===== src/rtl/serial_compar.sv =====
// Bit-serial unsigned magnitude comparator: one MSB-first bit per clock through a
// single eq/gt cascade slice, with registered AeqB/AgtB/AltB results and a done pulse.
module serial_compar #(
  parameter int WIDTH = 8
) (
  input  logic             clk,
  input  logic             reset,
  input  logic             start,
  input  logic [WIDTH-1:0] A,
  input  logic [WIDTH-1:0] B,
  output logic             busy,
  output logic             done,
  output logic             AeqB,
  output logic             AgtB,
  output logic             AltB
);

  localparam int CW = (WIDTH > 1) ? $clog2(WIDTH) : 1;

  localparam logic [1:0] IDLE = 2'd0;
  localparam logic [1:0] RUN  = 2'd1;
  localparam logic [1:0] DONE = 2'd2;

  logic [1:0]       state_q, state_d;
  logic [WIDTH-1:0] a_sh_q, a_sh_d;
  logic [WIDTH-1:0] b_sh_q, b_sh_d;
  logic [CW-1:0]    cnt_q, cnt_d;
  logic             eq_q, eq_d;
  logic             gt_q, gt_d;
  logic             aeqb_q, aeqb_d;
  logic             agtb_q, agtb_d;
  logic             altb_q, altb_d;

  // The single cascade slice, fed by the shift-register MSBs.
  logic a_bit, b_bit, eq_next, gt_next;
  assign a_bit   = a_sh_q[WIDTH-1];
  assign b_bit   = b_sh_q[WIDTH-1];
  assign eq_next = eq_q & ~(a_bit ^ b_bit);
  assign gt_next = gt_q | (eq_q & a_bit & ~b_bit);

  always_comb begin
    state_d = state_q;
    a_sh_d  = a_sh_q;
    b_sh_d  = b_sh_q;
    cnt_d   = cnt_q;
    eq_d    = eq_q;
    gt_d    = gt_q;
    aeqb_d  = aeqb_q;
    agtb_d  = agtb_q;
    altb_d  = altb_q;
    case (state_q)
      RUN: begin
        eq_d   = eq_next;
        gt_d   = gt_next;
        a_sh_d = {a_sh_q[WIDTH-2:0], 1'b0};
        b_sh_d = {b_sh_q[WIDTH-2:0], 1'b0};
        cnt_d  = cnt_q - CW'(1);
        if (cnt_q == '0) begin
          // Results are captured on the same edge that enters DONE.
          state_d = DONE;
          aeqb_d  = eq_next;
          agtb_d  = gt_next;
          altb_d  = ~eq_next & ~gt_next;
        end
      end
      IDLE, DONE: begin
        if (start) begin
          state_d = RUN;
          a_sh_d  = A;
          b_sh_d  = B;
          eq_d    = 1'b1;
          gt_d    = 1'b0;
          cnt_d   = CW'(WIDTH - 1);
        end else begin
          state_d = IDLE;
        end
      end
      default: state_d = IDLE;
    endcase
  end

  always_ff @(posedge clk or posedge reset) begin
    if (reset) begin
      state_q <= IDLE;
      a_sh_q  <= '0;
      b_sh_q  <= '0;
      cnt_q   <= '0;
      eq_q    <= 1'b0;
      gt_q    <= 1'b0;
      aeqb_q  <= 1'b0;
      agtb_q  <= 1'b0;
      altb_q  <= 1'b0;
    end else begin
      state_q <= state_d;
      a_sh_q  <= a_sh_d;
      b_sh_q  <= b_sh_d;
      cnt_q   <= cnt_d;
      eq_q    <= eq_d;
      gt_q    <= gt_d;
      aeqb_q  <= aeqb_d;
      agtb_q  <= agtb_d;
      altb_q  <= altb_d;
    end
  end

  assign busy = (state_q == RUN);
  assign done = (state_q == DONE);
  assign AeqB = aeqb_q;
  assign AgtB = agtb_q;
  assign AltB = altb_q;

endmodule


===== config.mk =====
export PLATFORM = sky130hd
export DESIGN_NAME = serial_compar
export DESIGN_NICKNAME = d
export VERILOG_FILES = /design/src/rtl/serial_compar.sv
export SDC_FILE = /design/constraint.sdc
export NUM_CORES = 1
export LEC_CHECK = 0
export ABC_AREA = 0
export CELL_PAD_IN_SITES_DETAIL_PLACEMENT = 1
export CELL_PAD_IN_SITES_GLOBAL_PLACEMENT = 1
export CORE_ASPECT_RATIO = 1.1
export CORE_UTILIZATION = 37
export DETAILED_ROUTE_END_ITERATION = 8
export GPL_TIMING_DRIVEN = 1
export PLACE_DENSITY_LB_ADDON = 0.3
export SKIP_LAST_GASP = 1
export SLEW_MARGIN = 25
export SYNTH_ARGS = -nofsm -noshare
export SYNTH_HDL_FRONTEND = slang
export SYNTH_SLANG_ARGS = --single-unit

===== constraint.sdc =====
create_clock -name clk -period 1.36 [get_ports clk]
set_input_delay 0.272 -clock clk [delete_from_list [all_inputs] [get_ports clk]]
set_output_delay 0.272 -clock clk [all_outputs]
set_load 0.01 [all_outputs]

Word-level counts from Yosys, hierarchy flattened. Cells that the tools add are included.

Shift operators: 0. Reduce and logical (&&, ||, !) cells: 6. Multiply operators: 0. Magnitude comparators: 0. Muxes and demuxes: 13. Divide/modulo/power cells: 0. Bitwise logic cells: 10. Equal/unequal tests: 4. $add $sub $neg: 1.

Operators with widths (number): 8-bit one-hot mux with 2 select lines (2); 8-bit two-way mux (2); 3-bit one-hot mux with 2 select lines (1); 1-bit AND (4); 1-bit NOT (4); 1-bit one-hot mux with 2 select lines (2); 2-bit one-hot mux with 2 select lines (1); 2-bit AND reduction (2); 3-bit logical NOT (1); 1-bit two-way mux (3); 3-bit two-way mux (1); 3-bit by 1-bit subtractor with 3-bit output, second input constant (1); 2-bit by 1-bit equality test with 1-bit output, second input constant (1); 2-bit equality test, second input constant (1); 2-bit logical NOT (1); 2-bit two-way mux (1); 2-bit by 1-bit != test with 1-bit output, second input constant (1); 2-bit != test, second input constant (1); 2-bit nonzero test (1); 2-bit OR reduction (1); 1-bit OR (1); 1-bit bitwise XOR (1).

Bits of input ports: 19. Memories kept: 0. Memory bits (read-only): 0. Output and inout bits: 5. Bits in latches: 0. Flip-flop bits (word level): 26. RAM bits: 0. Word-level logic and storage cells: 43.

Depth between registers and ports, before layout.
Depth in word-level cells: 5. Mapped depth: 6. Gate-level depth less buffers: 5.

Worst setup path after synthesis. Ideal clock, no wire load.

Path kind: register -> register. Start point: reg cnt_q[0]. End point: reg altb_q (netlist: AltB). Stages on the path, launching flop included: 6. Arrival: 1.181 ns. Clock period less this slack: 1.309 ns. Path slack: 0.051 ns. Setup time: 0.127 ns. Path buffers: 1. Data required time: 1.233 ns. Path through: dfrtp_1 > inv_1 > ha_1 > and4bb_1 > buf_2 > mux2_1.

Longest elaborated chain between the ends: 2.

RTL lines: from (decl) (RTL line 27) `logic [CW-1:0] cnt_q, cnt_d;`; from (signal assigned) (RTL line 97) `cnt_q <= cnt_d;`; 3-bit logical NOT (RTL line 58) `if (cnt_q == '0) begin`; 2-bit AND reduction (no line); to (signal assigned) (RTL line 102) `altb_q <= altb_d;`; to (decl) (RTL line 32) `logic altb_q, altb_d;`.

Every way passes these cells. A chain may end at the register's enable or synchronous reset.

Final worst setup path.
Start point: reg state_q[0]. End point: reg b_sh_q[7].

Longest elaborated chain between the ends: 4. Elaborated cells on any way between the ends: 8. Classes of those cells: eq/ne (3); mux (1); reduce/logical (4).

RTL lines: from (decl) (RTL line 24) `logic [1:0] state_q, state_d;`; from (signal assigned) (RTL line 94) `state_q <= state_d;`; 2-bit equality test / 2-bit logical NOT (equally long branches) (RTL line 51) `case (state_q)`; 2-bit OR reduction (RTL line 51); 2-bit != test (no line) / 2-bit nonzero test (equally long branches); 2-bit AND reduction (no line); to (signal assigned) (RTL line 96) `b_sh_q <= b_sh_d;`; to (decl) (RTL line 26) `logic [WIDTH-1:0] b_sh_q, b_sh_d;`.

Several ways; a longest one is shown, not always the timed one.

==> results_dict.tcl <==
set metrics [dict create \
    ant_nets 0 \
    die_height_microns 65.3 \
    final.period_utilization_pct 101 \
    synth_area_leaders "dfrtp_1 (48%), mux2_2 (18%), mux2_4 (10%)" \
    synth_cell_type_count 24 \
    relSlewSlack_pct 85.6 \
    grt_pass1_wl_microns 4520 \
    cts_buffers 3 \
    critPathRequiredTime_ns 1.59 \
    hold_violations 0 \
    drt-initial-drc-count 17 \
    path_clk_slew_ns 0.16 \
    cap_violations 0 \
    irDropWorstVdd_uv 709 \
    clockBufferDepth 2 \
    coreArea_sq_mm 0.00341 \
    fmax_mhz 725 \
    dp_cells 180 \
    worst_setup_path_end_kind "flip-flop" \
    cts_root_buf "clkbuf_4" \
    stdcell_count 186 \
    wl_per_cell_microns 13.9 \
    setup_viol 14 \
    track_usage_pct 15.8 \
    synth_top_area_cell "dfrtp_1" \
    fin_worst_skew_ns 0.0113 \
    ctsHoldBuffers 0 \
    cpMaxStageDelayCell "dfrtp_2" \
    reg2regPathDepth 4 \
    cts_sinks 26 \
    avgViaCountPerCell 4.75 \
    nets 160 \
    path_delay_family "multiplexers" \
    final_cell_area_sq_mm 0.00179 \
    leakagePower_nw 0.819 \
    antenna_found_initial 0 \
    cp_max_fo 14 \
    path_buf_inv 2 \
    grt-ovfl-total 0 \
    gp_congestion 0.740 \
    antennaDiodeCount 0 \
    post-dp-hpwl_microns 1910 \
    power_density_mw_per_mm2 2160 \
    syn_area_per_cell_sq_um 13.1 \
    reg2reg_setup_slack_ns -0.02 \
    drive_above_1_share_pct 42.0 \
    io_buffers 23 \
    cts_tree "yes" \
    synthCells 103 \
    syn_to_final_growth_pct 32.8 \
    synth_fp_nets 124 \
    dr.pass1.iters 4 \
    r2r_end "b_sh_q[7]" \
    htreeDepth 1 \
    drc 0 \
    r2r-start "state_q[0]" \
    run_status "finished, violations left" \
    cp.arrival_ns 1.61 \
    boundaryPins 24 \
    violations "negative setup slack" \
    critPathKind "flip-flop to flip-flop" \
    grt_pass1_vias 935 \
    dieArea_sq_mm 0.00389 \
    total_power_w 0.00387 \
    start_util_pct 39.5 \
    die_x_microns 59.6 \
    period_minus_slack_ns 1.38 \
    path_cells "buf_4 -> buf_12 -> mux2_2 -> mux2_4" \
    drv_slew 0 \
    synth.top_cell.area_share_pct 48.2 \
    max_stage_delay_ns 0.41 \
    clkLatencyLatePin_ns 0.33 \
    cp.depth 4 \
    tightest_slew_ns 0.213 \
    placed_area_sq_mm 0.00169 \
    vias 884 \
    netlist_area_sq_mm 0.00135 \
    start_kind "flip-flop" \
    ys_warn_count 0 \
    min_path_type "input pin to asynchronous set/reset pin" \
    finalWorstSetupSlack_ns -0.0195 \
    rsz0062_at_grt "yes" \
    wl_microns 2590 \
    rows 22 \
    ys_seq_area_share_pct 48.2 \
    synth_seq_cells 26 \
    grt_max_degree 27 \
    utilization_pct 52.5 \
]
metrics by stage:
step | setup slack, ns | hold slack [ns] | TNS (ns)
2_1_floorplan | 0.0515 | 0.312 | 0
3_3_place_gp | -0.223 | 0.472 | -2.89
3_5_place_dp | -0.250 | 0.482 | -3.30
4_1_cts | -0.0825 | 0.248 | -0.762
5_1_grt | -0.0635 | 0.231 | -0.655
6_report | -0.0195 | 0.245 | -0.117
cells in the final DEF (no fill, tap or decap), drive strengths merged:
cell type,count
a21oi,3
and2b,1
and4bb,1
buf,15
bufinv,1
clkbuf,4
clkdlybuf4s15,1
clkdlybuf4s50,18
dfrtp,26
dlygate4sd2,2
ha,2
inv,6
mux2,31
mux2i,2
nand2,2
nand2b,3
nand3,3
nand3b,1
nor2,1
nor2b,2
nor3,2
o21ai,8
o22a,1
xnor2,2
report_power, final:
part | total (W) | switching [W] | internal (W)
sequential | 0.00136 | 0.000230 | 0.00113
clock | 0.000548 | 0.000250 | 0.000298
combinational | 0.00196 | 0.000710 | 0.00125
total | 0.00387 | 0.00119 | 0.00268
worst register-to-register path: cells and delay by family (launching register included):
family                 cells  cell delay [ns]
muxes                      2             0.59
buffers and inverters      2             0.29
DFF                        1             0.41
worst max-delay path by stage:
stage | to | startpoint | slack, ns
4_1_cts | done | state_q[0] | -0.08
2_1_floorplan | AltB | cnt_q[0] | 0.05
5_1_grt | b_sh_q[3] | state_q[0] | -0.06
3_3_place_gp | a_sh_q[1] | start | -0.22
3_5_place_dp | b_sh_q[5] | start | -0.25
6_report | b_sh_q[7] | state_q[0] | -0.02
state kept, by name, summed over array words and instances, names as in the netlist:
name and flops:
eq_q 1, a_sh_q 8, state_q 2, AgtB 1, b_sh_q 8, gt_q 1
cnt_q 3, AltB 1, AeqB 1
cell usage after synthesis:
master and instances:
nand3b_1 1, nand2b_1 1, mux2_4 9, inv_1 6, buf_2 3, ha_1 2
o22a_1 1, o21ai_0 8, nand2b_4 2, nor2_1 1, nor2b_1 2, nand2_4 1
xnor2_1 2, mux2_2 21, nand2_1 1, nand3_1 3, buf_6 3, mux2i_1 2
dfrtp_1 26, nor3_1 2, a21oi_1 3, and4bb_1 1, and2b_1 1, mux2_1 1
timing repair:
action	in CTS	in global routing
resized for setup	15	10
setup endpoints to repair	20	19
setup buffers	1	1
pin swaps	0	2
kinds of logic (layout without fill, tap and decap cells):
family,count (synthesis),after routing,synth area share [%]
AO/OA/AOI/OAI,12,12,4.73
XOR/XNOR,2,2,1.30
adder cells (fa/ha/maj),2,2,1.85
buffers and inverters,12,47,5.29
flip-flops,26,26,48.2
multiplexers,33,33,29.9
AND/OR/NAND/NOR,16,16,8.72
final cells by class:
type,count,area [sq um]
multi-input cells,65,636
inverters,6,22.5
flip-flops and latches,26,652
repair buffers,37,369
clock inverters,1,30.0
well taps,48,60.1
fillers,377,1620
clock buffers,3,22.5
metal layers:
metal / vias up / part of all wire, % / track usage (%)
li1: 423 / - / -
met1: 433 / 43 / 20.2
met2: 23 / 51 / 26.3
met3: 5 / 3.4 / 2.56
met4: 0 / 1.8 / 6.40
met5: - / 0 / 0
No activity file was read; power rests on OpenSTA's default activity.
